File: src/rtl/rx_os_lane_counters_pkg.sv
// Shared definitions for the RX ordered-set lane counter bank: substate codes,
// OS type codes, lane states and the substate-to-expected-type mapping.
package rx_os_lane_counters_pkg;

  localparam logic [3:0] SS_DETECT_QUIET         = 4'd0;
  localparam logic [3:0] SS_DETECT_ACTIVE        = 4'd1;
  localparam logic [3:0] SS_POLLING_ACTIVE       = 4'd2;
  localparam logic [3:0] SS_POLLING_CONFIG       = 4'd3;
  localparam logic [3:0] SS_CFG_LINKWIDTH_START  = 4'd4;
  localparam logic [3:0] SS_CFG_LINKWIDTH_ACCEPT = 4'd5;
  localparam logic [3:0] SS_CFG_LANENUM_WAIT     = 4'd6;
  localparam logic [3:0] SS_CFG_LANENUM_ACCEPT   = 4'd7;
  localparam logic [3:0] SS_CFG_COMPLETE         = 4'd8;
  localparam logic [3:0] SS_CFG_IDLE             = 4'd9;

  localparam logic [1:0] OS_OTHER = 2'b00;
  localparam logic [1:0] OS_TS1   = 2'b01;
  localparam logic [1:0] OS_TS2   = 2'b10;
  localparam logic [1:0] OS_IDLE  = 2'b11;

  // Non-NONE encodings deliberately equal the matching OS type codes.
  typedef enum logic [1:0] {
    EXP_NONE = 2'b00,
    EXP_TS1  = 2'b01,
    EXP_TS2  = 2'b10,
    EXP_IDLE = 2'b11
  } exp_type_t;

  typedef enum logic [1:0] {
    LANE_IDLE  = 2'b00,
    LANE_COUNT = 2'b01,
    LANE_MET   = 2'b10
  } lane_state_t;

  function automatic exp_type_t exp_of_substate(input logic [3:0] ss);
    exp_type_t e;
    case (ss)
      SS_POLLING_ACTIVE, SS_CFG_LINKWIDTH_START, SS_CFG_LINKWIDTH_ACCEPT:
        e = EXP_TS1;
      SS_POLLING_CONFIG, SS_CFG_LANENUM_WAIT, SS_CFG_LANENUM_ACCEPT, SS_CFG_COMPLETE:
        e = EXP_TS2;
      SS_CFG_IDLE:
        e = EXP_IDLE;
      default:
        e = EXP_NONE;
    endcase
    return e;
  endfunction

  function automatic logic os_matches(input exp_type_t e, input logic [1:0] t);
    return (e != EXP_NONE) && (t == 2'(e));
  endfunction

endpackage

File: src/rtl/rx_os_lane_counter.sv
// One lane slice: IDLE_L/COUNT/MET state machine, saturating consecutive-OS
// counter and registered comparator. Optional sticky under RX_OS_MISMATCH_STATS_EN.
module rx_os_lane_counter
  import rx_os_lane_counters_pkg::*;
#(
  parameter int CNTW = 5
) (
  input  logic       clk,
  input  logic       reset,
  input  logic       sub_change,
  input  logic       enable,
  input  logic       active,
  input  logic       os_valid,
  input  logic [1:0] os_type,
  input  logic [1:0] exp_type,
  input  logic [4:0] threshold,
  output logic       comparator
`ifdef RX_OS_MISMATCH_STATS_EN
  ,
  output logic       mismatch_sticky
`endif
);

  localparam logic [CNTW-1:0] CNT_ZERO = {CNTW{1'b0}};
  localparam logic [CNTW-1:0] CNT_MAX  = {CNTW{1'b1}};
  localparam logic [CNTW-1:0] CNT_ONE  = {{(CNTW-1){1'b0}}, 1'b1};

  lane_state_t     state_r;
  lane_state_t     state_nxt;
  logic [CNTW-1:0] cnt_r;
  logic [CNTW-1:0] cnt_nxt;
  exp_type_t       exp_s;
  logic            match_s;
  logic            mismatch_s;

  assign exp_s      = exp_type_t'(exp_type);
  assign match_s    = os_matches(exp_s, os_type);
  assign mismatch_s = (exp_s != EXP_NONE) && !match_s;

  // Next-state and next-count; earlier branches take priority.
  always_comb begin
    state_nxt = state_r;
    cnt_nxt   = cnt_r;
    if (sub_change) begin
      cnt_nxt   = CNT_ZERO;
      state_nxt = (enable && active) ? LANE_COUNT : LANE_IDLE;
    end else if (!enable) begin
      cnt_nxt   = CNT_ZERO;
      state_nxt = LANE_IDLE;
    end else if (!active) begin
      cnt_nxt   = CNT_ZERO;
      state_nxt = LANE_IDLE;
    end else begin
      case (state_r)
        LANE_IDLE: begin
          cnt_nxt = CNT_ZERO;
        end
        LANE_COUNT, LANE_MET: begin
          if (exp_s == EXP_NONE) begin
            cnt_nxt = CNT_ZERO;
          end else if (os_valid) begin
            if (match_s) begin
              cnt_nxt = (cnt_r == CNT_MAX) ? cnt_r : cnt_r + CNT_ONE;
            end else begin
              cnt_nxt = CNT_ZERO;
            end
          end else begin
            cnt_nxt = cnt_r;
          end
        end
        default: begin
          cnt_nxt = CNT_ZERO;
        end
      endcase
      // Threshold is re-evaluated every cycle, so a threshold change moves MET lanes too.
      state_nxt = (32'(cnt_nxt) >= 32'(threshold)) ? LANE_MET : LANE_COUNT;
    end
  end

  // Lane state, counter and comparator registers.
  always_ff @(posedge clk or posedge reset) begin
    if (reset) begin
      state_r    <= LANE_IDLE;
      cnt_r      <= CNT_ZERO;
      comparator <= 1'b0;
    end else begin
      state_r    <= state_nxt;
      cnt_r      <= cnt_nxt;
      comparator <= (state_nxt == LANE_MET);
    end
  end

`ifdef RX_OS_MISMATCH_STATS_EN
  // Sticky record of any OS that broke an expected-type run.
  always_ff @(posedge clk or posedge reset) begin
    if (reset) begin
      mismatch_sticky <= 1'b0;
    end else if (sub_change || !enable) begin
      mismatch_sticky <= 1'b0;
    end else if (os_valid && mismatch_s) begin
      mismatch_sticky <= 1'b1;
    end else begin
      mismatch_sticky <= mismatch_sticky;
    end
  end
`endif

endmodule

File: src/rtl/rx_os_lane_counters.sv
// Per-lane consecutive ordered-set counter bank feeding the RX LTSSM comparators.
// Optional per-lane mismatch sticky output enabled by RX_OS_MISMATCH_STATS_EN.
module rx_os_lane_counters
  import rx_os_lane_counters_pkg::*;
#(
  parameter int MAXLANES = 16,
  parameter int CNTW     = 5
) (
  input  logic                  clk,
  input  logic                  reset,
  input  logic [3:0]            substate,
  input  logic [4:0]            numberOfDetectedLanes,
  input  logic [4:0]            comparatorsCount,
  input  logic [MAXLANES-1:0]   resetOsCheckers,
  input  logic [MAXLANES-1:0]   osValid,
  input  logic [2*MAXLANES-1:0] osType,
  output logic [MAXLANES-1:0]   countersComparators
`ifdef RX_OS_MISMATCH_STATS_EN
  ,
  output logic [MAXLANES-1:0]   osMismatchSticky
`endif
);

  exp_type_t             exp_r;
  logic [3:0]            last_r;
  logic                  sub_change_s;
  logic [MAXLANES-1:0]   lane_active_s;

  // 4'hF after reset guarantees the first real substate is seen as a change.
  assign sub_change_s = (substate != last_r);

  // Expected OS type tracks the substate, updated only on a change.
  always_ff @(posedge clk or posedge reset) begin
    if (reset) begin
      exp_r  <= EXP_NONE;
      last_r <= 4'hF;
    end else if (sub_change_s) begin
      exp_r  <= exp_of_substate(substate);
      last_r <= substate;
    end else begin
      exp_r  <= exp_r;
      last_r <= last_r;
    end
  end

  for (genvar i = 0; i < MAXLANES; i++) begin : g_lane
    assign lane_active_s[i] = (32'(numberOfDetectedLanes) > 32'(i));

    rx_os_lane_counter #(
      .CNTW(CNTW)
    ) u_lane (
      .clk            (clk),
      .reset          (reset),
      .sub_change     (sub_change_s),
      .enable         (resetOsCheckers[i]),
      .active         (lane_active_s[i]),
      .os_valid       (osValid[i]),
      .os_type        (osType[2*i +: 2]),
      .exp_type       (2'(exp_r)),
      .threshold      (comparatorsCount),
      .comparator     (countersComparators[i])
`ifdef RX_OS_MISMATCH_STATS_EN
      ,
      .mismatch_sticky(osMismatchSticky[i])
`endif
    );
  end

endmodule
File: config.mk
export PLATFORM = sky130hd
export DESIGN_NAME = rx_os_lane_counters
export DESIGN_NICKNAME = d
export VERILOG_FILES = /design/src/rtl/rx_os_lane_counters_pkg.sv /design/src/rtl/rx_os_lane_counter.sv /design/src/rtl/rx_os_lane_counters.sv
export SDC_FILE = /design/constraint.sdc
export NUM_CORES = 1
export LEC_CHECK = 0
export ABC_AREA = 1
export CORE_ASPECT_RATIO = 1.2
export CORE_MARGIN = 4
export CORE_UTILIZATION = 44
export CTS_CLUSTER_SIZE = 8
export DETAILED_ROUTE_END_ITERATION = 12
export PLACE_DENSITY_LB_ADDON = 0.05
export SLEW_MARGIN = 20
export SYNTH_ARGS = -nofsm -noshare
export SYNTH_HDL_FRONTEND = slang
export SYNTH_SLANG_ARGS = --single-unit
File: constraint.sdc
create_clock -name clk -period 8.3 [get_ports clk]
set_clock_uncertainty 0.2 [all_clocks]
set_input_delay 1.66 -clock clk [delete_from_list [all_inputs] [get_ports clk]]
set_output_delay 1.66 -clock clk [all_outputs]
set_load 0.1 [all_outputs]
Word level (Yosys, flattened, before mapping)
Memory sizes are Yosys's and may differ from the RTL's. A register that Yosys moved wholly into a read port is not among the register bits. Index checks and enable logic that the tools add are counted.

Memories: 1. Output and inout port bits: 16. Register bits after elaboration: 132. Input bits: 80. Memory bits (read-only): 32.

Add/subtract/negate cells: 16. Reduce and logical (&&, ||, !) cells: 50. Order comparisons: 32. Multiplexer cells: 256. Eq/ne operators: 81.

Memory list: (no name shown) (words 16, width 2, rd ports 1, clocked after Yosys merged registers in 1, wr ports 0, line rx_os_lane_counters_pkg.sv:37) `case (ss)`.

Operators with widths (number): 2-to-1 mux 5 bit (176); 2-to-1 mux 2 bit (64); adder 5 x 1 -> 5 bit (second input constant) (16); == test 5 bit (second input constant) (16); >= comparator 5 bit (16); == test 2 bit (second input constant) (32); > comparator 5 x 4 -> 1 bit (second input constant) (8); == test 2 x 1 -> 1 bit (second input constant) (16); == test 2 bit (16); logical AND 1 bit (32); OR reduction 2 bit (16); > comparator 5 x 3 -> 1 bit (second input constant) (4); 2-to-1 mux 1 bit (16); > comparator 5 x 1 -> 1 bit (second input constant) (2); > comparator 5 x 2 -> 1 bit (second input constant) (2); inequality test 4 bit (1); zero test 2 bit (1); nonzero test 2 bit (1).

Depth between registers and ports, before layout
Gate-level depths: netlist of run 1.

Depth after elaboration: 15. Mapped depth: 17. Mapped depth without buffers: 16.

Cells and area by module
From an unflattened synthesis of run 1, not the netlist that was laid out.

Cells, all modules: 1613. Area, all modules: 11079.4 um2.

Modules (own cells, without submodules): rx_os_lane_counter (instances 16, cells each 96, area an instance 663.1 um2, sequential area each 200.2 um2); rx_os_lane_counters (instances 1, cells each 77, area an instance 469.2 um2, sequential area each 155.1 um2).

Least setup slack after synthesis of run 1
OpenSTA, ideal clock, no wires.

Path type: input to register. Start: input port osValid[3]. End: register g_lane[3].u_lane.comparator. Arrival: 2.991 ns. Path slack: 4.994 ns. Cell stages on the path: 12. Path through: clkbuf_1 -> inv_1 -> nor2_1 -> nor2_1 -> nand2_1 -> inv_1 -> ha_1 -> a21o_1 -> nor2_1 -> nand3_1 -> inv_1 -> nor2_1.

Cells in the longest elaborated chain, start to end: 12.

RTL lines: start, declared (line rx_os_lane_counters.sv:15) `input logic [MAXLANES-1:0] osValid,`; 2-to-1 mux 5 bit (line rx_os_lane_counter.sv:61) `end else if (os_valid) begin`; 2-to-1 mux 5 bit (line rx_os_lane_counter.sv:59) `if (exp_s == EXP_NONE) begin`; 2-to-1 mux 5 bit (line rx_os_lane_counter.sv:54) `case (state_r)`; 2-to-1 mux 5 bit (line rx_os_lane_counter.sv:50) `end else if (!active) begin`; 2-to-1 mux 5 bit (line rx_os_lane_counter.sv:47) `end else if (!enable) begin`; 2-to-1 mux 5 bit (line rx_os_lane_counter.sv:44) `if (sub_change) begin`; >= comparator 5 bit (line rx_os_lane_counter.sv:76) `state_nxt = (32'(cnt_nxt) >= 32'(threshold)) ? LANE_MET : LANE_COUNT;`; 2-to-1 mux 2 bit (line rx_os_lane_counter.sv:76); 2-to-1 mux 2 bit (line rx_os_lane_counter.sv:50); 2-to-1 mux 2 bit (line rx_os_lane_counter.sv:47); 2-to-1 mux 2 bit (line rx_os_lane_counter.sv:44); == test 2 bit (line rx_os_lane_counter.sv:89) `comparator <= (state_nxt == LANE_MET);`; end signal, assigned (line rx_os_lane_counter.sv:89); end, declared (line rx_os_lane_counter.sv:17) `output logic comparator`.

No other way between the ends. The select of a mux whose other input is x is not followed. A chain may end at the register's enable or synchronous reset.

Worst setup path after layout of run 1
Start: register g_lane[4].u_lane.comparator. End: output port countersComparators[4].

RTL lines: start, declared (line rx_os_lane_counter.sv:17); start signal, assigned (line rx_os_lane_counter.sv:89); end, declared (line rx_os_lane_counters.sv:17) `output logic [MAXLANES-1:0] countersComparators`.

No word-level cell between the ends.

==> results of run 1 <==
-- Yosys cell counts, types with 3 or more instances --
cell type / instances
o21bai_1: 7
buf_6: 5
a21oi_1: 37
nand2_2: 4
nand2_1: 405
buf_2: 3
nor2_2: 10
a21o_1: 16
xnor2_1: 13
nand3_1: 107
a21boi_0: 7
dfstp_2: 4
nand2_4: 11
nand3b_1: 15
o21ai_0: 22
buf_4: 18
dfrtp_1: 130
nor2_1: 248
inv_1: 332
clkbuf_1: 13
ha_1: 96
nand4_1: 75
-- path summary, 6_finish.rpt --
| check | startpoint | to | slack (ps) | cells after the start |
|---|---|---|---|---|
| max | g_lane[4].u_lane.comparator$_DFF_PP0_ | countersComparators[4] | 4460 | 1 |
| min | g_lane[4].u_lane.cnt_r[4]$_DFF_PP0_ | g_lane[4].u_lane.cnt_r[4]$_DFF_PP0_ | 430 | 3 |
| max reg2reg | exp_r[1]$_DFFE_PP0N_ | g_lane[7].u_lane.state_r[1]$_DFF_PP0_ | 4930 | 15 |
| min reg2reg | g_lane[4].u_lane.cnt_r[4]$_DFF_PP0_ | g_lane[4].u_lane.cnt_r[4]$_DFF_PP0_ | 430 | 3 |
| max in group asynchronous | reset | g_lane[13].u_lane.cnt_r[2]$_DFF_PP0_ | 5330 | 3 |
| min in group asynchronous | reset | g_lane[2].u_lane.cnt_r[4]$_DFF_PP0_ | 1470 | 2 |
-- layout make-up --
cell class,instances,area (sq um)
Clock buffer,18,439
Tap cell,315,394
Clock inverter,14,174
Antenna cell,1,2.50
Fill cell,2339,11100
Timing Repair Buffer,100,992
Sequential cell,134,3360
Multi-Input combinational cell,1083,5690
Inverter,336,1270
-- registers in the layout, summed over array words and instances (netlist names) --
signal / flops
exp_r: 2
g_lane.u_lane.cnt_r: 80
last_r: 4
g_lane.u_lane.comparator: 16
g_lane.u_lane.state_r: 32
-- power groups by stage --
stage | clock, mW | combinational, mW | sequential (mW)
floorplan | 0 | 0.193 | 0.677
global placement | 0 | 0.293 | 0.682
detailed placement | 0 | 0.296 | 0.682
CTS | 0.804 | 0.297 | 0.670
global route | 0.833 | 0.335 | 0.671
finish | 0.791 | 0.293 | 0.670
-- tightest hold or removal path: stages, from the launching register on --
cell      delay (ps)
dfrtp_1          340
o21bai_1         110
nand2_1           70
nor2_1            80
-- routing by layer --
metal | GRT usage | up-vias | share of wire
li1 | - | 5079 | -
met1 | 0.265 | 4372 | 0.47
met2 | 0.365 | 151 | 0.48
met3 | 0.0291 | 22 | 0.035
met4 | 0.0492 | 0 | 0.011
met5 | 0 | - | 0
-- stage by stage --
stage	instance area [sq um]	hold WS, ps	total power, mW
2_1_floorplan	10600	377	0.870
3_3_place_gp	11700	413	0.975
3_5_place_dp	11700	414	0.978
4_1_cts	12300	435	1.77
5_1_grt	12300	477	1.84
6_report	12300	435	1.75
-- logic make-up (layout without fill, tap and decap cells) --
kind of cell               Yosys count  count (layout)  share of synthesized area
adders and majority gates           96              96                      0.113
DFF                                134             134                      0.317
AOI/OAI and AO/OA                   93              93                     0.0514
other                                0               1                          0
and+or+nand+nor                    879             879                      0.360
buffers and inverters              376             468                      0.146
xor gates and xnor gates            15              15                     0.0124
==> key figures, run 1 <==
Worst setup path
  • Slowest stage delay, CP: 1160 ps
  • Startpoint Class: register
  • Cell family with most CP delay: buffers and inverters
  • CP required: 6440 ps
  • Critical Path End Type: output port
  • Worst path arrival time: 1980 ps
  • CP max stage cell: clkdlybuf4s50_1
  • Worst Path Max Fanout: 1
  • Crit path cell chain: clkdlybuf4s50_1
  • CP Class: register to output port
  • WP buf/inv: 1

Die
  • Core area: 23400 sq um
  • Die height: 178 microns
  • I/O pins: 96
  • Die X-Extent: approximately 150 microns
  • Std cell rows: between 60 and 70
  • Die area: 26600 sq um
  • Initial Util: 0.452

Timing
  • Fin worst setup slack: 4460 ps
  • Max transition margin: 0.303
  • Tcrit/Tclk final: 0.463
  • Fmax: 260 MHz
  • Sum Neg Setup Slack: 0 ps
  • Max-slew violations: 0
  • Fin crit period: 3840 ps
  • RSZ-0062 raised after global routing: false
  • Setup violators final: 0
  • Slew at the pin closest to its max-slew limit: ~1000 ps
  • Final Hold Vio Count: 0

Synthesis
  • Yosys cell types: 33
  • Area share of the largest cell type after synthesis: 0.307
  • Mean Syn Cell Area: 6.65 sq um
  • Synthesized flop and latch total: 134
  • Syn_nets: 1769
  • Post-Syn Area: 10600 sq um
  • YS warnings: 0
  • Synth async-reset ratio: 1.00
  • Mapped Cells: about 1600
  • Ys flop type: dfrtp_1
  • Largest area contributor in the netlist: dfrtp_1
  • Number of enable flip-flop cells after synthesis: 0
  • Seq/Total Area, Yosys: 0.317
  • Synth top area cells: dfrtp_1 (31%), nand2_1 (14%), inv_1 (12%)

Pwr
  • Switching Share: 0.288
  • Sequential power share: 0.382
  • Peak VDD IR: 0.168 mV
  • P_leak: 7.12 nW
  • Pint: 1.25 mW
  • Clk network pwr share: 0.451
  • Psw: 0.505 mW
  • Combinational Power Share: 0.167
  • P per Cell Area: 142 nW/um^2

Layout
  • Layout cells sized above 1: 0.0439
  • Synthesis-to-finish area growth: 16.3%
  • Final core utilization: 0.526
  • Fin nets: approximately 1800
  • Finished Layout Cells: around 2000
  • Most frequent cells in the layout: nand2_1 (405), inv_1 (331), nor2_1 (248)
  • Commonest non-fill, non-tap cell in the layout: nand2_1

Routing
  • Number of nets with antenna violations after routing: 0
  • DR WL/cell: between 10 and 15 microns
  • TritonRoute pass-1 iters: 5
  • Post-route DRC: 0
  • DRT iter0 DRCs: 474
  • Total wire length: ~27000 microns
  • Via/cell ratio: 4.81
  • Routed vias: between 9000 and 10000

Status
  • Outcome: finished, final reports clean

Clock network
  • H-Tree Depth: 4
  • TritonCTS buffer count: 17
  • Clock latency on the worst-skew pair: roughly 430 ps
  • Clock Path Buffers: 2
  • CTS resizes: 0
  • Clk slew on worst S/H paths: 60 ps
  • CTS Sinks: 134
  • Root buffer selected by CTS: clkbuf_16
  • Post-CTS setup buffers: 0
  • CTS Hold Bufs: 0
  • TritonCTS clock tree: yes

Global routing
  • GR Overflow Total: 0
  • Largest net degree at the start of global routing: 79
  • Vias in the first global route: 9013
  • First-pass GRT wire length: 43200 microns
  • Total track usage: 0.206
  • Initial antenna violation count: 0

Flow run
  • Number of max-cap violations: 0

Placed design
  • Post-Place Cells: 1968
  • IO Port Bufs: 95
  • Placement Setup Slack: 4250 ps
  • Post-detail-place hpwl: 19600 microns
  • Gp weighted congestion: 0.838

Min path
  • Hold Path Class: register to register
Note: power is estimated with default switching activity, not from simulation.
==> run 2, diff against run 1 <==
clock period = 3.5 ns   (was 8.3 ns; I/O delays follow)
==> run 2 against run 1 <==
  * Critical path depth rose by 12
  * Global-route usage up 0.69 points
  * Cell count increased by 0.45%
  * Clock power grew to 2.6 times the previous value
  * Die area is the same
  * Sequential cell count did not move
  * Setup slack lost 3800 ps
  * First-iteration DRC count is 17% higher
  * Combinational power rose by 140%
  * Core utilization rose by 0.48 points
  * Power is 150% higher
==> key figures, run 2 (synthesis results as in run 1) <==
Layout
  • Most frequent cells in the layout: nand2_1 (405), inv_1 (331), nor2_1 (248)
  • Layout cells sized above 1: 0.0578 (+0.0139)
  • Synthesis-to-finish area growth: 17.4%
  • Registers with the most flip-flops: g_lane.u_lane.cnt_r x80, g_lane.u_lane.state_r x32, g_lane.u_lane.comparator x16
  • Commonest non-fill, non-tap cell in the layout: nand2_1
  • Final core utilization: 0.531 (+0.00475)
  • Filler cells: 2357 (+0.77%)
  • Antenna Cells: 0 (-1)
  • Sequential Area: 3360 sq um (unchanged)
  • Finished Layout Cells: 2010 (+0.45%)
  • Top reg by flops: g_lane.u_lane.cnt_r
  • Fin nets: 1858 (+0.54%)
  • Area of the multi-input gates: 5690 sq um (unchanged)
  • Number of flip-flops in the largest register: 80 (unchanged)
  • Final Cell Area: 12400 sq um (+0.90%)

Clock network
  • CTS Sinks: 134 (unchanged)
  • CTS Hold Bufs: 0 (unchanged)
  • Clock latency on the worst-skew pair: 430 ps (about the same)
  • Root buffer selected by CTS: clkbuf_16
  • H-Tree Depth: 4 (unchanged)
  • CTS resizes: 0 (unchanged)
  • TritonCTS clock tree: yes
  • Clk slew on worst S/H paths: 60 ps (about the same)
  • TritonCTS buffer count: 17 (unchanged)
  • Clock Path Buffers: 2 (unchanged)
  • Post-CTS setup buffers: 0 (unchanged)

Worst setup path
  • CP max stage cell: dfrtp_1
  • Critical Path End Type: register
  • Worst Reg2Reg Path Length in Cells: 13 (-2)
  • Cell family with most CP delay: simple AND/OR/NAND/NOR gates
  • CP required: 3610 ps (-2830 ps)
  • Worst Setup EP: g_lane[14].u_lane.state_r[1]$_DFF_PP0_
  • CP Class: register to register
  • Worst Path Max Fanout: 9 (+8)
  • WP buf/inv: 3 (+2)
  • Most used cell, CP: nor2_1
  • R2R Setup Slk: 640 ps (-4290 ps)
  • Critical path origin: exp_r[0]$_DFFE_PP0N_
  • Startpoint Class: register
  • Critical path depth: 13 (+12)
  • FF-to-FF Start: exp_r[0]$_DFFE_PP0N_
  • R2R Path End: g_lane[14].u_lane.state_r[1]$_DFF_PP0_
  • Crit path cell chain: nor2_1 -> buf_4 -> nor2_1 -> nand2_1 -> nor2_1 -> nand2_1 -> inv_1 -> ha_1 -> a21o_1 -> nor2_1 -> nand3_1 -> inv_1 -> nor2_1
  • Worst path arrival time: 2970 ps (+990 ps)
  • Slowest stage delay, CP: 550 ps (-610 ps)

Status
  • Outcome: finished, final reports clean

Timing
  • Sum Neg Setup Slack: 0 ps (unchanged)
  • Slew at the pin closest to its max-slew limit: 937 ps (-107 ps)
  • Final Hold Vio Count: 0 (unchanged)
  • Max transition margin: 0.376 (+0.0724)
  • RSZ-0062 raised after global routing: false
  • Fin crit period: 2860 ps
  • Fmax: 350 MHz
  • Tcrit/Tclk final: 0.817
  • Max-slew violations: 0 (unchanged)
  • Setup violators final: 0 (unchanged)

Pwr
  • Sequential power share: 0.363 (-0.019)
  • P_leak: 7.23 nW (+1.6%)
  • Peak VDD IR: 0.342 mV (+100%)
  • Combinational Power Share: 0.163 (-0.004)
  • Switching Share: 0.272 (-0.0159)
  • Final total power: 4.38 mW (+150%)
  • Psw: 1.19 mW (+140%)
  • Clk network pwr share: 0.474 (+0.023)
  • P per Cell Area: 352 nW/um^2 (+150%)
  • Pint: 3.19 mW (+160%)

Flow run
  • Number of max-cap violations: 0 (unchanged)

Placed design
  • Post-Place Cell Area: 11800 sq um (+0.50%)
  • IO Port Bufs: 95 (unchanged)
  • Post-Place Cells: 1978 (+0.51%)
  • Gp weighted congestion: 0.872 (+4.0%)
  • Post-detail-place hpwl: 20000 microns (+2.1%)

Global routing
  • M1 GR Usage: 0.269 (+0.00413)
  • M3 GR Usage: 0.0381 (+0.00894)
  • GR peak layer: met2
  • Total track usage: 0.213 (+0.00694)
  • First-pass GRT wire length: 44800 microns (+3.6%)
  • Met2 Usage GRT: 0.368 (+0.00302)
  • Largest net degree at the start of global routing: 135 (+71%)
  • GR Overflow Total: 0 (unchanged)
  • Initial antenna violation count: 0 (unchanged)
  • Vias in the first global route: 9400 (+4.3%)

Die
  • Std cell rows: 61 (unchanged)
  • Core area: 23400 sq um (unchanged)
  • Die area: 26600 sq um (unchanged)
  • Die X-Extent: 150 microns (unchanged)
  • I/O pins: 96 (unchanged)
  • Initial Util: 0.452 (unchanged)
  • Die height: 178 microns (unchanged)

Routing
  • Via/cell ratio: 4.85 (+0.81%)
  • TritonRoute pass-1 iters: 5 (unchanged)
  • Number of nets with antenna violations after routing: 0 (unchanged)
  • Post-route DRC: 0 (unchanged)
  • Total wire length: 27300 microns (+2.3%)
  • DR WL/cell: 13.6 microns (+1.9%)
  • Routed vias: 9746 (+1.3%)
  • DRT iter0 DRCs: 554 (+17%)

Min path
  • Hold Path Class: register to register
run 2: worst reg2reg max path, cell delays in order, from the launching register on:
cell     delay, ps
dfrtp_1        550
nor2_1         510
buf_4          280
nor2_1          70
nand2_1        110
nor2_1          90
nand2_1         80
inv_1           50
ha_1           300
a21o_1         190
nor2_1          90
nand3_1        100
inv_1           90
nor2_1          50
run 2: cell type report:
class / count / share of cell area
multi-input cells: 1083 / 0.458
flip-flops and latches: 134 / 0.270
inverters: 336 / 0.102
repair buffers: 110 / 0.0843
clock buffers: 20 / 0.0359
well taps: 315 / 0.0317
clock inverters: 12 / 0.0181
run 2: worst min path at each step:
| stage | to | cells after the start | startpoint | slack (ps) |
|---|---|---|---|---|
| floorplan | g_lane[0].u_lane.cnt_r[4]$_DFF_PP0_ | 4 | g_lane[0].u_lane.cnt_r[4]$_DFF_PP0_ | 380 |
| global placement | g_lane[13].u_lane.cnt_r[4]$_DFF_PP0_ | 3 | g_lane[13].u_lane.cnt_r[4]$_DFF_PP0_ | 410 |
| detailed placement | g_lane[13].u_lane.cnt_r[4]$_DFF_PP0_ | 3 | g_lane[13].u_lane.cnt_r[4]$_DFF_PP0_ | 410 |
| CTS | g_lane[13].u_lane.cnt_r[4]$_DFF_PP0_ | 3 | g_lane[13].u_lane.cnt_r[4]$_DFF_PP0_ | 430 |
| global route | g_lane[13].u_lane.cnt_r[4]$_DFF_PP0_ | 3 | g_lane[13].u_lane.cnt_r[4]$_DFF_PP0_ | 440 |
| finish | g_lane[15].u_lane.cnt_r[4]$_DFF_PP0_ | 3 | g_lane[15].u_lane.cnt_r[4]$_DFF_PP0_ | 430 |
run 2: metal layers:
metal,share of wire,wire (microns),vias to the layer above
li1,-,-,5105
met1,0.46,12500,4422
met2,0.48,13000,182
met3,0.045,1240,37
met4,0.021,569,0
met5,0,0,-
run 2: power groups by stage:
| stage | Sequential (mW) | Clock, mW | Combinational [mW] |
|---|---|---|---|
| 5_1_grt | 1.59 | 2.18 | 0.815 |
| 3_5_place_dp | 1.61 | 0 | 0.717 |
| 4_1_cts | 1.59 | 2.11 | 0.721 |
| 6_report | 1.59 | 2.08 | 0.713 |
| 3_3_place_gp | 1.61 | 0 | 0.714 |
| 2_1_floorplan | 1.61 | 0 | 0.458 |
run 2: stage by stage:
stage	setup WS, ps	hold WS [ps]
floorplan	938	377
global placement	413	406
detailed placement	390	413
CTS	631	428
global route	309	443
finish	640	426
==> run 3, diff against run 2 <==
clock period = 2.8 ns   (was 3.5 ns; I/O delays follow)
==> run 3 against run 2 <==
  * Count of clock-buffer cells in the layout is 1 lower
  * Register-to-register slack got worse by 370 ps
  * Highest routed layer unchanged
  * Via count up 0.92%
  * Routed wire length is 1.4% lower
  * Largest power group unchanged
==> key figures, run 3 (synthesis results as in run 1) <==
Die
  • Initial Util: 0.452 (unchanged)
  • Std cell rows: 61 (unchanged)
  • Core area: 23400 sq um (unchanged)
  • I/O pins: 96 (unchanged)
  • Die area: 26600 sq um (unchanged)
  • Die X-Extent: 150 microns (unchanged)
  • Die height: 178 microns (unchanged)

Routing
  • DRT iter0 DRCs: 454 (-18%)
  • Routed vias: 9836 (+0.92%)
  • DR WL/cell: 13.2 microns (-3.1%)
  • Post-route DRC: 0 (unchanged)
  • Via/cell ratio: 4.81 (-0.80%)
  • TritonRoute pass-1 iters: 5 (unchanged)
  • Number of nets with antenna violations after routing: 0 (unchanged)
  • Total wire length: 26900 microns (-1.4%)

Clock network
  • Clk slew on worst S/H paths: 60 ps (about the same)
  • TritonCTS buffer count: 17 (unchanged)
  • CTS Sinks: 134 (unchanged)
  • TritonCTS clock tree: yes
  • H-Tree Depth: 4 (unchanged)
  • Root buffer selected by CTS: clkbuf_16
  • Clock latency on the worst-skew pair: 420 ps (about the same)
  • Post-CTS setup buffers: 0 (unchanged)
  • Clock Path Buffers: 2 (unchanged)

Timing
  • Slew at the pin closest to its max-slew limit: 514 ps (-423 ps)
  • Fin worst setup slack: 272 ps (-368 ps)
  • RSZ-0062 raised after global routing: false
  • Hold Worst Slack: 403 ps (-22.4 ps)
  • Tcrit/Tclk final: 0.903 (+0.0857)
  • Fin crit period: 2530 ps (-332 ps)
  • Fmax: 396 MHz (+13%)
  • Max transition margin: 0.657 (+0.282)
  • Final Hold Vio Count: 0 (unchanged)
  • Setup violators final: 0 (unchanged)
  • Max-slew violations: 0 (unchanged)

Global routing
  • Vias in the first global route: 9633 (+2.5%)
  • GR Overflow Total: 0 (unchanged)
  • Total track usage: 0.213 (+0.000265)
  • Initial antenna violation count: 0 (unchanged)
  • Largest net degree at the start of global routing: 78 (-42%)
  • First-pass GRT wire length: 45200 microns (+0.98%)

Worst setup path
  • Worst path arrival time: 2630 ps (-340 ps)
  • Critical Path End Type: register
  • Crit path cell chain: buf_4 -> nor2_1 -> buf_4 -> nor2_1 -> nand2_1 -> nor2_2 -> buf_4 -> nand2_1 -> inv_1 -> ha_1 -> nand2_1 -> inv_1 -> nand4_1 -> nand3_1 -> inv_1 -> nor2_1
  • Worst Path Max Fanout: 9 (unchanged)
  • CP required: 2900 ps (-710 ps)
  • CP max stage cell: dfrtp_1
  • Cell family with most CP delay: buffers and inverters
  • Slowest stage delay, CP: 420 ps (-130 ps)
  • Startpoint Class: register
  • CP Class: register to register
  • WP buf/inv: 6 (+3)

Pwr
  • Peak VDD IR: 0.423 mV (+24%)
  • Combinational Power Share: 0.187 (+0.024)
  • Pint: 3.59 mW (+13%)
  • Clk network pwr share: 0.425 (-0.049)
  • P per Cell Area: 402 nW/um^2 (+14%)
  • P_leak: 7.37 nW (+1.8%)
  • Psw: 1.51 mW (+27%)
  • Switching Share: 0.296 (+0.0243)
  • Final total power: 5.10 mW (+17%)
  • Sequential power share: 0.388 (+0.025)

Min path
  • Hold Path Class: input pin to async pin

Placed design
  • Placement Setup Slack: -51.9 ps (-442 ps)
  • Gp weighted congestion: 0.875 (+0.28%)
  • Post-detail-place hpwl: 20300 microns (+1.5%)
  • IO Port Bufs: 95 (unchanged)

Layout
  • Fin nets: 1893 (+1.9%)
  • Commonest non-fill, non-tap cell in the layout: nand2_1
  • Antenna Cells: 0 (unchanged)
  • Most frequent cells in the layout: nand2_1 (405), inv_1 (331), nor2_1 (245)
  • Number of flip-flops in the largest register: 80 (unchanged)
  • Top reg by flops: g_lane.u_lane.cnt_r
  • Registers with the most flip-flops: g_lane.u_lane.cnt_r x80, g_lane.u_lane.state_r x32, g_lane.u_lane.comparator x16
  • Synthesis-to-finish area growth: 19.6%
  • Final core utilization: 0.541 (+0.00982)
  • Layout cells sized above 1: 0.0792 (+0.0214)

Flow run
  • Number of max-cap violations: 0 (unchanged)

Status
  • Outcome: finished, final reports clean
run 3: cell count changes in the layout (fill, tap and decap cells not counted), sizes merged:
cell / previous run / this run
bufinv: 6 / 1
inv: 336 / 339
clkbuf: 20 / 19
clkinvlp: 4 / 7
buf: 31 / 66
run 3: worst paths after layout:
check | start | to | slack, ps | cells past startpoint
setup / recovery | exp_r[1]$_DFFE_PP0N_ | g_lane[13].u_lane.state_r[1]$_DFF_PP0_ | 270 | 16
hold / removal | reset | g_lane[9].u_lane.cnt_r[2]$_DFF_PP0_ | 400 | 3
setup reg to reg | exp_r[1]$_DFFE_PP0N_ | g_lane[13].u_lane.state_r[1]$_DFF_PP0_ | 270 | 16
hold reg to reg | g_lane[4].u_lane.cnt_r[4]$_DFF_PP0_ | g_lane[4].u_lane.cnt_r[4]$_DFF_PP0_ | 440 | 3
max in group asynchronous | reset | g_lane[13].u_lane.cnt_r[0]$_DFF_PP0_ | 1610 | 3
min in group clk | g_lane[4].u_lane.cnt_r[4]$_DFF_PP0_ | g_lane[4].u_lane.cnt_r[4]$_DFF_PP0_ | 440 | 3
run 3: metal layers:
metal,vias to the layer above,wire [microns],global-route usage
li1,5175,-,-
met3,43,906,0.0278
met5,-,0,0
met4,0,629,0.0664
met2,165,12700,0.371
met1,4453,12700,0.275
run 3: power by group through the flow:
stage                     Combinational, mW  Clock, mW  Sequential [mW]
after floorplan                       0.572          0             2.01
after global placement                0.950          0             2.01
after detailed placement              0.959          0             2.01
after CTS                             0.964       2.22             1.98
after global routing                   1.09       2.31             1.98
final                                 0.955       2.16             1.98
run 3: area by class of cell:
type	count	area, sq um
fillers	2367	10800
multi-input cells	1083	5700
flip-flops and latches	134	3360
repair buffers	145	1370
inverters	336	1270
clock buffers	19	443
well taps	315	394
clock inverters	13	124
run 3: metrics by stage:
step / setup TNS [ps] / cell area [sq um] / cells
finish: 0 / 12700 / 2045
detailed placement: -390 / 12100 / 2013
CTS: 0 / 12700 / 2045
global placement: -62.8 / 12100 / 2013
floorplan: 0 / 10600 / 1593
global route: 0 / 12700 / 2045
run 3: what timing repair did:
item,4_1_cts,5_1_grt
resized for setup,0,4
setup endpoints to repair,0,7
hold buffers,0,0
run 3: worst min-delay path, cell delays in order:
cell and delay, ps:
clkdlybuf4s50_1 440, clkinvlp_4 130, buf_12 290
==> variant 1: new RTL, flow settings as in run 1 <==
Add a define of `RX_OS_MISMATCH_STATS_EN`.
--- a/src/rtl/rx_os_lane_counter.sv
+++ b/src/rtl/rx_os_lane_counter.sv
@@ -2,2 +2,4 @@
 // counter and registered comparator. Optional sticky under RX_OS_MISMATCH_STATS_EN.
+`define RX_OS_MISMATCH_STATS_EN
+
 module rx_os_lane_counter
Function (old outputs only; new: osMismatchSticky): kept (Yosys induction, for registers that start in step).
==> variant 1 against run 1 <==
Wire length rose by 7.7%. Critical path type unchanged. Global-route usage rose by 0.21 points. Power increased by 3.8%. Final area is 4.8% higher. First-iteration DRC count is 8.0% higher. Sequential cell count rose by 16. Setup slack got worse by 0.029 ns. Sequential share of layout area is 1.8 points higher. Die area up 5.6%. Synthesized area up 5.9%.
==> variant 1: results (changes against run 1) <==
Run status
  • Status: completed

Clocking
  • Longest Clk Path Bufs: 2 (unchanged)
  • Clk_lat worst skew: 0.43 ns (about the same)
  • H-tree lvl count: 4 (unchanged)
  • CTS buffer count: 17 (unchanged)
  • Clk slew on worst S/H paths: 0.06 ns (about the same)
  • Post-CTS Setup Bufs: 0 (unchanged)

Setup path
  • R2R depth: 12 (-3)
  • Peak fanout along the critical path: 2 (+1)
  • Top delay family on crit path: buffers and inverters
  • Critical Path Slowest Stage Cell: clkdlybuf4s50_1
  • Worst EP arrival: 2.01 ns (+0.03 ns)
  • R2R setup slack: 5.07 ns (+0.14 ns)
  • Worst r2r dst: g_lane[5].u_lane.comparator
  • RR Startpoint: exp_r[1]
  • CP startpoint: g_lane[12].u_lane.mismatch_sticky

GRT
  • Initial antenna violation count: 1 (+1)
  • GRT met3 Usage: 3.59% (+0.68 points)
  • First-pass GRT wire length: 46900 µm (+8.4%)
  • Vias in the first global route: 9536 (+5.8%)
  • GRT Overall Usage: 20.8% (+0.21 points)
  • Met2 usage: 36.8% (+0.33 points)
  • Largest net degree at the start of global routing: 91 (+15%)
  • Grt met1 use: 26.0% (-0.55 points)

Drt
  • 1st-iter DRT viols: 512 (+8.0%)
  • Routed vias: 9897 (+2.8%)
  • Routed WL per cell: 14.2 µm (+6.5%)

Timing
  • Least-Margin Pin Slew: 1.04 ns (-0.00721 ns)

Logic synthesis
  • Synth cell types: 40 (+21%)
  • Leading cell types by count after synthesis: nand2_1, inv_1, nor2_1
  • Post-synth top flop: dfrtp_1
  • Seq/Total Area, Yosys: 33.5% (+1.8 points)
  • Ys Warns: 0 (unchanged)
  • Async SR Flop Fraction: 100% (unchanged)
  • Mapped Nets: 1787 (+1.0%)
  • Top cells by area, synth: dfrtp_1, nand2_1, ha_1

Finish
  • Largest regs: g_lane.u_lane.cnt_r (80), g_lane.u_lane.state_r (32)
  • Fillers: 2589 (+11%)
  • Final net count: 1863 (+0.81%)
  • Number of inserted diodes: 0 (-1)
  • Share of cells above drive strength 1: 4.06% (-0.33 points)

Placed design
  • Port Buffers: 111 (+17%)
  • Gp weighted congestion: 0.820 (-2.2%)
  • Detail Placement HPWL: 21400 µm (+9.1%)

Hold path
  • Hold Path Sink: g_lane[14].u_lane.mismatch_sticky
  • Hold Path Origin: g_lane[14].u_lane.mismatch_sticky
  • Min-delay worst type: reg2reg
  • Hold depth: 2 (-1)

Pwr
  • NetSw: 524 µW (+3.8%)
  • Peak VDD IR: 0.137 mV (-19%)
  • Leak: 0.00700 µW (-1.7%)
[variant 1: cells by family (layout without fill, tap and decap cells)]
group	Yosys count	count (layout)	share of synthesized area (%)
adders and majority gates	96	96	10.7
xor gates and xnor gates	29	29	2.27
and+or+nand+nor	858	858	33.8
buffers and inverters	369	456	14.1
DFF	150	150	33.5
AOI/OAI and AO/OA	109	109	5.66
[variant 1: how the worst max path moves through the flow]
stage,cells after the start,to,slack [ns]
after floorplan,1,exp_r[0],2.41
after CTS,1,osMismatchSticky[12],4.42
after global routing,8,g_lane[11].u_lane.cnt_r[1],4.26
after global placement,8,g_lane[11].u_lane.cnt_r[2],4.12
final,1,osMismatchSticky[12],4.43
after detailed placement,8,g_lane[11].u_lane.comparator,4.03
[variant 1: power groups by stage]
| stage | clock (µW) | sequential (µW) | combinational, µW |
|---|---|---|---|
| 2_1_floorplan | 0 | 759 | 215 |
| 3_3_place_gp | 0 | 760 | 327 |
| 3_5_place_dp | 0 | 760 | 330 |
| 4_1_cts | 763 | 747 | 331 |
| 5_1_grt | 794 | 748 | 369 |
| 6_report | 748 | 747 | 325 |
[variant 1: per-stage QoR]
step	power (µW)	instances	hold slack [ns]	instance area, µm²	setup WS, ns
2_1_floorplan	974	1611	0.264	11200	2.41
3_5_place_dp	1090	1993	0.290	12400	4.03
6_report	1820	2023	0.306	12900	4.43
4_1_cts	1840	2023	0.312	12900	4.42
5_1_grt	1910	2023	0.331	12900	4.26
3_3_place_gp	1090	1993	0.295	12400	4.12
[variant 1: area by class of cell]
| type | instances | share of cell area [%] |
|---|---|---|
| clock buffer | 21 | 3.49 |
| clock inverter | 9 | 0.814 |
| inverter | 311 | 9.11 |
| multi-input combinational | 1092 | 45.5 |
| sequential | 150 | 29.1 |
| tap | 325 | 3.15 |
| timing repair buffer | 115 | 8.83 |
[variant 1: layer usage]
metal	wire, µm	vias to the layer above
met5	0	-
met4	705	0
met3	1050	44
met2	14100	165
met1	12900	4519
li1	-	5169
==> variant 2: new RTL, config.mk and constraints of run 1 <==
Made on the original files. The 3 states of `lane_state_t` get a one-hot encoding in 3 bits.
--- a/src/rtl/rx_os_lane_counters_pkg.sv
+++ b/src/rtl/rx_os_lane_counters_pkg.sv
@@ -28,6 +28,6 @@
 
-  typedef enum logic [1:0] {
-    LANE_IDLE  = 2'b00,
-    LANE_COUNT = 2'b01,
-    LANE_MET   = 2'b10
+  typedef enum logic [2:0] {
+    LANE_IDLE  = 3'b001,
+    LANE_COUNT = 3'b010,
+    LANE_MET   = 3'b100
   } lane_state_t;
Function: same outputs for any inputs over 4 cycles, from zero or initial values and one cycle with reset high; so few cycles prove little.
==> variant 2 against run 1 <==
Register-to-register slack worse by 0.18 ns. Largest power group unchanged. First-iteration DRC count up 4.6%. Global-route usage down 0.32 points. Setup slack better by 0.0022 ns. Sequential cell count up 16. Power up 4.9%. Count of clock-buffer cells in the layout up 6. Synthesized area up 3.9%. Sequential share of layout area up 2.3 points. Final area up 3.7%. Wire length up 1.5%. Worst hold slack worse by 0.0072 ns.
==> variant 2: results (changes against run 1) <==
Logic synthesis
  • Seq/Total Area, Yosys: 34.3% (+2.6 points)
  • Mapped Nets: 1777 (+0.45%)
  • Compound-Gate Fraction of Synth Area: 4.60% (-0.53 points)
  • Adder and majority gate portion of the synthesized area: 10.9% (-0.43 points)
  • Synth cell types: 38 (+15%)
  • Mapped Cells: 1601 (+0.50%)
  • Mux share of post-synthesis cell area: 0% (unchanged)
  • Async SR Flop Fraction: 100% (unchanged)
  • Leading cell types by count after synthesis: nand2_1, inv_1, nor2_1
  • Top cells by area, synth: dfrtp_1, nand2_1, ha_1
  • XOR/XNOR Fraction of Synth Area: 1.59% (+0.35 points)

GRT
  • Largest net degree at the start of global routing: 77 (-2.5%)
  • First-pass GRT wire length: 45500 µm (+5.2%)
  • Met2 usage: 34.6% (-1.9 points)
  • Vias in the first global route: 9362 (+3.9%)
  • Grt met1 use: 26.8% (+0.22 points)
  • GRT Overall Usage: 20.3% (-0.32 points)
  • GRT met3 Usage: 3.74% (+0.83 points)
  • Initial antenna violation count: 0 (unchanged)

Setup path
  • Top delay family on crit path: buffers and inverters
  • CP startpoint: g_lane[8].u_lane.comparator
  • R2R depth: 14 (-1)
  • Critical Path Slowest Stage Cell: clkdlybuf4s50_1
  • R2R setup slack: 4.75 ns (-0.18 ns)
  • Worst EP arrival: 1.98 ns (about the same)
  • Worst r2r dst: g_lane[0].u_lane.comparator

Placed design
  • Place WS: 4.09 ns (-0.163 ns)
  • Gp weighted congestion: 0.867 (+3.4%)
  • Port Buffers: 95 (unchanged)
  • Detail Placement HPWL: 19800 µm (+0.97%)
  • Placed inst area: 12200 µm² (+3.9%)

Drt
  • 1st-iter DRT viols: 496 (+4.6%)
  • Total Wirelength: 27100 µm (+1.5%)
  • Via/cell ratio: 4.79 (-0.36%)

Hold path
  • Hold Path Origin: g_lane[8].u_lane.cnt_r[4]
  • Hold depth: 4 (+1)
  • Hold Path Sink: g_lane[8].u_lane.cnt_r[4]

Timing
  • Slew HR: 29.0% (-1.4 points)
  • WHS: 0.427 ns (-0.00720 ns)

Clocking
  • Clk_lat worst skew: 0.43 ns (about the same)
  • H-tree lvl count: 4 (unchanged)
  • CTS buffer count: 17 (unchanged)
  • # resized after CTS: 0 (unchanged)
  • Root buffer cell: clkbuf_16
  • Clk slew on worst S/H paths: 0.06 ns (about the same)

Pwr
  • Seq pwr: 761 µW (+14%)
  • Part of the power in the clock network: 43.7% (-1.4 points)
  • NetSw: 490 µW (-2.8%)
  • Peak VDD IR: 0.151 mV (-10%)
  • Leak: 0.00709 µW (-0.50%)
  • Comb power frac: 14.9% (-1.8 points)

Finish
  • Share of cells above drive strength 1: 5.48% (+1.1 points)
  • Fin cells: 2022 (+1.0%)
  • Number of inserted diodes: 0 (-1)
  • Largest regs: g_lane.u_lane.cnt_r (80), g_lane.u_lane.state_r (48), g_lane.u_lane.comparator (16)
  • Final net count: 1860 (+0.65%)

Run status
  • Status: completed

Floorplan
  • Row cnt: 63 (+3.3%)
[variant 2: routing by layer]
metal	part of all wire, %	wire length (µm)
met3	4.5	1220
met2	47	12600
met1	48	12900
met4	1.3	352
met5	0	0
[variant 2: worst max path at each step]
| stage | endpoint | depth (start not counted) | slack [ns] |
|---|---|---|---|
| floorplan | exp_r[0] | 1 | 2.44 |
| global route | g_lane[0].u_lane.state_r[2] | 15 | 4.29 |
| CTS | countersComparators[8] | 1 | 4.45 |
| finish | countersComparators[8] | 1 | 4.46 |
| global placement | g_lane[0].u_lane.state_r[2] | 15 | 4.12 |
| detailed placement | g_lane[0].u_lane.comparator | 15 | 4.09 |
[variant 2: cell type report]
cell class / instances / area [µm²]
fillers: 2437 / 11900
well taps: 325 / 407
clock inverters: 8 / 123
clock buffers: 24 / 492
inverters: 287 / 1090
repair buffers: 99 / 981
multi-input cells: 1129 / 5910
flip-flops and latches: 150 / 3780
